[src/rtl/traffic_sensor_conditioner.sv]
// Conditions two raw car sensors into request levels for the traffic light controller:
// two-flop synchroniser, debounce counter, then an optional clear-able request latch.
module traffic_sensor_conditioner #(
   parameter int unsigned DB_CYCLES = 4,
   parameter bit          LATCH     = 1'b1
) (
   input  logic clk,
   input  logic reset,
   input  logic raw_a,
   input  logic raw_b,
   input  logic clr_a,
   input  logic clr_b,
   output logic sa,
   output logic sb,
   output logic stable_a,
   output logic stable_b
);

   localparam logic [7:0] CntMax = 8'(DB_CYCLES - 1);

   // Bit 0 is street A, bit 1 is street B; the channels never interact.
   logic [1:0] raw, clr;
   logic [1:0] sync1_q, sync2_q;
   logic [1:0] stable_q, stable_d;
   logic [1:0] req_q, req_d;
   logic [7:0] cnt_q [2];
   logic [7:0] cnt_d [2];

   assign raw = {raw_b, raw_a};
   assign clr = {clr_b, clr_a};

   always_comb begin
      stable_d = stable_q;
      req_d    = req_q;
      for (int i = 0; i < 2; i++) begin
         cnt_d[i] = 8'd0;
         if (sync2_q[i] != stable_q[i]) begin
            if (cnt_q[i] >= CntMax) begin
               stable_d[i] = sync2_q[i];
            end else begin
               cnt_d[i] = cnt_q[i] + 8'd1;
            end
         end
         // The request follows the new debounced level so sx and stable_x change on the same edge.
         if (LATCH) begin
            req_d[i] = stable_d[i] | (req_q[i] & ~clr[i]);
         end else begin
            req_d[i] = stable_d[i];
         end
      end
   end

   always_ff @(posedge clk or negedge reset) begin
      if (!reset) begin
         sync1_q  <= 2'b00;
         sync2_q  <= 2'b00;
         stable_q <= 2'b00;
         req_q    <= 2'b00;
         cnt_q[0] <= 8'd0;
         cnt_q[1] <= 8'd0;
      end else begin
         sync1_q  <= raw;
         sync2_q  <= sync1_q;
         stable_q <= stable_d;
         req_q    <= req_d;
         cnt_q[0] <= cnt_d[0];
         cnt_q[1] <= cnt_d[1];
      end
   end

   assign sa       = req_q[0];
   assign sb       = req_q[1];
   assign stable_a = stable_q[0];
   assign stable_b = stable_q[1];

endmodule

[config.mk]
export PLATFORM = sky130hd
export DESIGN_NAME = traffic_sensor_conditioner
export DESIGN_NICKNAME = d
export VERILOG_FILES = /design/src/rtl/traffic_sensor_conditioner.sv
export SDC_FILE = /design/constraint.sdc
export NUM_CORES = 1
export LEC_CHECK = 0
export ABC_AREA = 1
export CELL_PAD_IN_SITES_DETAIL_PLACEMENT = 1
export CELL_PAD_IN_SITES_GLOBAL_PLACEMENT = 1
export CORE_MARGIN = 1.5
export CORE_UTILIZATION = 44
export CTS_BUF_LIST = sky130_fd_sc_hd__clkbuf_16
export DETAILED_ROUTE_END_ITERATION = 10
export MAX_ROUTING_LAYER = met4
export PLACE_DENSITY = 0.84
export SYNTH_ARGS = -nofsm -noshare
export SYNTH_HDL_FRONTEND = slang
export SYNTH_SLANG_ARGS = --single-unit
[constraint.sdc]
create_clock -name clk -period 3.2 [get_ports clk]
set_input_delay 0.32 -clock clk [delete_from_list [all_inputs] [get_ports clk]]
set_output_delay 0.32 -clock clk [all_outputs]
set_load 0.05 [all_outputs]
==> results of run 1 <==
==> metal layers <==
metal	up-vias	GRT usage	part of all wire
li1	250	-	-
met5	-	-	0
met1	259	0.199	0.44
met3	0	0.0353	0.025
met2	9	0.322	0.54
met4	0	0.0686	0
==> sequential cells by signal, summed over array words and instances, names as in the netlist <==
name and cells:
cnt_q 16, stable_q 2, sync1_q 2, sync2_q 2, req_q 2
==> worst max path at each step <==
stage	startpoint	to	slack, ps	cells past startpoint
6_report	stable_q[1]$_DFF_PN0_	stable_b	1420	1
3_5_place_dp	reset	cnt_q[8]$_DFF_PN0_	1620	1
2_1_floorplan	stable_q[1]$_DFF_PN0_	cnt_q[0]$_DFF_PN0_	2150	3
4_1_cts	stable_q[1]$_DFF_PN0_	stable_b	1410	1
5_1_grt	stable_q[1]$_DFF_PN0_	stable_b	1370	1
3_3_place_gp	reset	cnt_q[8]$_DFF_PN0_	1680	1
==> power by group through the flow <==
stage	clock (W)	sequential, W	combinational, W
final	0.000345	0.000325	0.0000476
after global routing	0.000365	0.000326	0.0000524
after CTS	0.000353	0.000325	0.0000476
after detailed placement	0	0.000330	0.0000461
after global placement	0	0.000328	0.0000446
after floorplan	0	0.000340	0.0000132
==> logic make-up after synthesis <==
kind of cell             Yosys count
adder cells (fa/ha/maj)            2
AO/OA/AOI/OAI                      2
flip-flops                        24
AND/OR/NAND/NOR                   29
XOR/XNOR                           2
buffers and inverters             11
other                              1
==> cells in the final DEF (no fill, tap or decap), types with 2 or more instances in the layout <==
cell type / instances
dfrtp_1: 24
clkbuf_16: 3
nand2_1: 11
nand3_1: 6
inv_1: 10
ha_1: 2
nor2_1: 9
clkdlybuf4s50_1: 9
conb_1: 12
nor2_2: 2
==> layout make-up <==
| cell class | instances | area [um2] |
|---|---|---|
| multi-input combinational | 47 | 229 |
| fill | 183 | 648 |
| sequential | 24 | 601 |
| clock buffer | 3 | 75.1 |
| clock inverter | 1 | 30.0 |
| tap | 25 | 31.3 |
| inverter | 11 | 41.3 |
| timing repair buffer | 9 | 90.1 |
==> per-stage QoR <==
step                      power [W]  hold slack [ps]  instance area (um2)
after global placement     0.000373              334                  992
after CTS                  0.000725              367                 1100
final                      0.000718              365                 1100
after detailed placement   0.000376              339                  992
after floorplan            0.000353             24.4                  871
after global routing       0.000743              379                 1100
==> results.sh, run 1 <==
export IMPL_avgRoutedWirePerCell_um=13.2
export IMPL_place_congestion=0.752
export IMPL_synthXorXnorAreaFrac=0.0211
export IMPL_grt_ovfl_total=0
export IMPL_start_util=0.475
export IMPL_n_antenna_cell=0
export IMPL_tritoncts="built"
export IMPL_r2r_start="cnt_q[0]$_DFF_PN0_"
export IMPL_vias=518
export IMPL_relSlewSlack=0.309
export IMPL_coreArea_um2=1750
export IMPL_max_slew_worst_pin_slew_ps=1030
export IMPL_max_freq_mhz=562
export IMPL_clk_pin_slew_ps=60
export IMPL_synthArstFlopShare=1.00
export IMPL_htree_levels=1
export IMPL_num_io_pins=10
export IMPL_slew_viol_final=0
export IMPL_ys_top_cells_by_area="dfrtp_1 72%, nand2_1 5.0%, inv_1 4.5%"
export IMPL_cts_buffers=3
export IMPL_rsz0062_at_grt="false"
export IMPL_synthMuxAreaShare=0
export IMPL_leakagePower_nw=0.554
export IMPL_p_sw_w=0.000136
export IMPL_crit_chain="clkdlybuf4s50_1"
export IMPL_dieArea_um2=2150
export IMPL_synth_seq_area_share=0.724
export IMPL_grt_max_degree=25
export IMPL_drc=0
export IMPL_yosysMostFrequentCell="dfrtp_1"
export IMPL_area_delta_synth_final_pct=32.3
export IMPL_synth_edf_count=0
export IMPL_hold_class="register to register"
export IMPL_drtAntennaViolNets=0
export IMPL_p_int_w=0.000582
export IMPL_cp_slowest_stage_delay_ps=820
export IMPL_cp_slowest_cell="clkdlybuf4s50_1"
export IMPL_cts_hold_repair_buffers=0
export IMPL_synth_simple_area_share=0.154
export IMPL_track_usage=0.182
export IMPL_routed_wl_um=1580
export IMPL_netlist_instances=71
export IMPL_worstPathMaxFanout=3
export IMPL_synth_compound_area_share=0.0166
export IMPL_clkPwrFrac=0.481
export IMPL_switching_share=0.189
export IMPL_status="complete, no violations"
export IMPL_avgSynthCellArea_um2=11.7
export IMPL_synth_adder_area_share=0.0302
export IMPL_start_kind="register"
export IMPL_endpoint_kind="output port"
export IMPL_finalNonFillerCells=120
export IMPL_grt_pass1_wl_um=2480
export IMPL_crit_required_ps=2880
export IMPL_fin_ws_ps=1420
export IMPL_tns_ps=0
export IMPL_final_nets=104
export IMPL_cts_root_buf="clkbuf_16"
export IMPL_place_ws_ps=1620
export IMPL_synthesis_area_um2=830
export IMPL_hold_viol=0
export IMPL_p_seq_frac=0.453
export IMPL_cts_setup_buffers=0
export IMPL_p_comb_frac=0.066
export IMPL_yosys_top_cells_count="24 x dfrtp_1, 11 x nand2_1, 10 x inv_1"
export IMPL_synth_top_family_by_area="simple AND/OR/NAND/NOR gates"
export IMPL_post_cts_resized=0
export IMPL_r2r_end="req_q[1]$_DFF_PN0_"
export IMPL_yosysUniqueCellTypes=14
export IMPL_dp_hpwl_um=933
export IMPL_yosys_warnings=0
export IMPL_cap_violations=0
export IMPL_ir_worst_vdd_mv=0.381
export IMPL_grt_pass1_vias=565
export IMPL_drive_gt1_frac=0.0947
export IMPL_fp_row_count=15
export IMPL_path_class="register to output port"
export IMPL_holdPathStages=0
export IMPL_cp_top_family="buffers and inverters"
export IMPL_min_period_over_period=0.556
export IMPL_clkLatencyLatePin_ps=250
export IMPL_crit_arrival_ps=1460
export IMPL_r2r_setup_slack_ps=2010
export IMPL_fin_util=0.629
export IMPL_reg2reg_depth=5
export IMPL_via_per_inst=4.32
export IMPL_setup_violations=0
export IMPL_timing_critical_path_buf_inv=1
export IMPL_firstDrtPassIters=2
export IMPL_fin_worst_skew_ps=2.64
export IMPL_p_per_area_nw_per_um2=654
export IMPL_netlist_top_cell_by_area="dfrtp_1"
export IMPL_io_buffers=9
export IMPL_hold_path_startpoint="sync1_q[0]$_DFF_PN0_"
export IMPL_cts_sinks=24
export IMPL_ys_ff_latch=24
export IMPL_antenna_found_initial=0
export IMPL_synthFlopType="dfrtp_1"
export IMPL_drt_iter0_drc=1
export IMPL_post_place_cells=116
export IMPL_final_min_clock_period_ps=1780
export IMPL_synth_top_area_frac=0.724
export IMPL_whs_endpoint="sync2_q[0]$_DFF_PN0_"
export IMPL_clk_path_buf_depth=2
export IMPL_die_h_um=46.4
export IMPL_die_x_um=46.4
No activity file was read; power rests on OpenSTA's default activity.
==> inputs of run 2 (changes only) <==
--- a/config.mk
+++ b/config.mk
@@ -9,11 +9,11 @@
 export CELL_PAD_IN_SITES_DETAIL_PLACEMENT = 1
 export CELL_PAD_IN_SITES_GLOBAL_PLACEMENT = 1
 export CORE_MARGIN = 1.5
-export CORE_UTILIZATION = 44
+export CORE_UTILIZATION = 41
 export CTS_BUF_LIST = sky130_fd_sc_hd__clkbuf_16
 export DETAILED_ROUTE_END_ITERATION = 10
 export MAX_ROUTING_LAYER = met4
-export PLACE_DENSITY = 0.84
+export PLACE_DENSITY = 0.79
 export SYNTH_ARGS = -nofsm -noshare
 export SYNTH_HDL_FRONTEND = slang
 export SYNTH_SLANG_ARGS = --single-unit
==> constraint.sdc (replaced) <==
create_clock -name clk -period 1.86 [get_ports clk]
set_input_delay 0.186 -clock clk [delete_from_list [all_inputs] [get_ports clk]]
set_output_delay 0.186 -clock clk [all_outputs]
set_load 0.05 [all_outputs]
==> run 2 against run 1 <==
  * First-iteration DRC count is 100% higher
  * Utilization fell by 7.4 points
  * Wire length is 28% lower
  * Flip-flop and latch count is the same
  * Power rose by 49%
  * Worst setup slack got worse by 1200 ps
  * Sequential share of layout area grew 1.0 points
  * Die area up 6.8%
  * Clock power grew 26%
  * Sequential power increased by 71%
  * Cell count is 1.7% higher
  * Clock skew barely moved
  * Critical endpoint unchanged
  * Largest cell class unchanged
==> results.sh, run 2 (synthesized netlist as in run 1, its figures left out) <==
export IMPL_fp_row_count=16
export IMPL_num_io_pins=10
export IMPL_p_per_area_nw_per_um2=993
export IMPL_met2_usage=0.197
export IMPL_status="complete, no violations"
export IMPL_tritoncts="built"
export IMPL_routed_wl_um=1130
export IMPL_firstDrtPassIters=4
export IMPL_final_nets=105
export IMPL_fin_worst_skew_ps=2.92
export IMPL_die_x_um=48.0
export IMPL_htree_levels=1
export IMPL_start_util=0.427
export IMPL_vias=510
export IMPL_final_min_clock_period_ps=1620
export IMPL_leakagePower_nw=0.544
export IMPL_top_usage_layer="met2"
export IMPL_area_delta_synth_final_pct=29.9
export IMPL_place_congestion=0.737
export IMPL_crit_chain="clkdlybuf4s50_1"
export IMPL_drive_gt1_frac=0.0947
export IMPL_nFillCells=219
export IMPL_track_usage=0.127
export IMPL_dieArea_um2=2300
export IMPL_tns_ps=0
export IMPL_slew_viol_final=0
export IMPL_dp_hpwl_um=883
export IMPL_setup_violations=0
export IMPL_die_h_um=48.0
export IMPL_drtAntennaViolNets=0
export IMPL_fin_util=0.555
export IMPL_avgRoutedWirePerCell_um=9.25
export IMPL_final_common_cell="dfrtp_1"
export IMPL_io_buffers=9
export IMPL_grt_ovfl_total=0
export IMPL_crit_arrival_ps=1430
export IMPL_hold_viol=0
export IMPL_top_register="cnt_q"
export IMPL_clk_path_buf_depth=2
export IMPL_min_period_over_period=0.871
export IMPL_cts_sinks=24
export IMPL_path_class="register to output port"
export IMPL_post_cts_resized=0
export IMPL_cts_root_buf="clkbuf_16"
export IMPL_antenna_found_initial=0
export IMPL_endpoint_kind="output port"
export IMPL_cp_slowest_stage_delay_ps=810
export IMPL_cp_top_family="buffers and inverters"
export IMPL_cts_setup_buffers=0
export IMPL_layout_common_cells="24 x dfrtp_1, 12 x conb_1, 11 x nand2_1"
export IMPL_worstPathMaxFanout=3
export IMPL_cap_violations=0
export IMPL_drc=0
export IMPL_n_antenna_cell=0
export IMPL_ir_worst_vdd_mv=0.558
export IMPL_largest_reg_flops=16
export IMPL_cts_buffers=3
export IMPL_clk_pin_slew_ps=50
export IMPL_timing_critical_path_buf_inv=1
export IMPL_cts_hold_repair_buffers=0
export IMPL_cp_slowest_cell="clkdlybuf4s50_1"
export IMPL_multiInputGateArea_um2=229
export IMPL_coreArea_um2=1940
export IMPL_grt_max_degree=25
export IMPL_max_freq_mhz=618
export IMPL_clkLatencyLatePin_ps=250
export IMPL_grtUsageMet1=0.150
export IMPL_whs_ps=291
export IMPL_gr_usage_met3=0.0340
export IMPL_crit_required_ps=1670
export IMPL_seqCellArea_um2=601
export IMPL_grt_pass1_wl_um=1880
export IMPL_grt_pass1_vias=480
export IMPL_start_kind="register"
export IMPL_via_per_inst=4.18
export IMPL_drt_iter0_drc=2
export IMPL_rsz0062_at_grt="false"
export IMPL_hold_class="input port to async pin"
-- run 2: changes by cell type in the layout (fill, tap and decap cells not counted) --
cell | previous run | this run
bufinv_16 | 1 | 0
buf_4 | 0 | 1
-- run 2: routing by layer --
metal  part of all wire  vias up  wire length, um
li1                   -      251                -
met1               0.44      248              493
met2               0.51        9              580
met3              0.043        2               48
met4             0.0053        0                6
met5                  0        -                0
-- run 2: final timing paths --
check                                           start                   end  slack (ps)  cells after the start
worst max-delay path            stable_q[1]$_DFF_PN0_              stable_b         240                      1
worst max register to register     cnt_q[8]$_DFF_PN0_    req_q[0]$_DFF_PN0_         750                      5
worst min-delay path                            reset    cnt_q[8]$_DFF_PN0_         290                      2
min in group clk                 sync1_q[0]$_DFF_PN0_  sync2_q[0]$_DFF_PN0_         350                      0
max in group asynchronous                       reset    req_q[1]$_DFF_PN0_        1350                      2
worst min register to register   sync1_q[0]$_DFF_PN0_  sync2_q[0]$_DFF_PN0_         350                      0
-- run 2: through the flow --
| step | worst slack [ps] | total power [W] | std cells | area [um2] |
|---|---|---|---|---|
| floorplan | 806 | 0.000608 | 82 | 871 |
| finish | 241 | 0.00107 | 122 | 1080 |
| CTS | 228 | 0.00109 | 122 | 1080 |
| detailed placement | 489 | 0.000647 | 119 | 1000 |
| global placement | 514 | 0.000644 | 119 | 1000 |
| global route | 180 | 0.00112 | 122 | 1080 |
-- run 2: power by group --
| part | switching, W | internal [W] | leakage, nW |
|---|---|---|---|
| Sequential | 0.0000108 | 0.000546 | 0.287 |
| Clock | 0.000150 | 0.000283 | 0.0370 |
| Combinational | 0.0000501 | 0.0000297 | 0.220 |
| Total | 0.000211 | 0.000859 | 0.544 |
-- run 2: layout make-up --
| type | count | share of cell area |
|---|---|---|
| Multi-Input combinational cell | 47 | 0.213 |
| Timing Repair Buffer | 10 | 0.0906 |
| Inverter | 11 | 0.0383 |
| Tap cell | 27 | 0.0314 |
| Clock buffer | 3 | 0.0697 |
| Sequential cell | 24 | 0.557 |
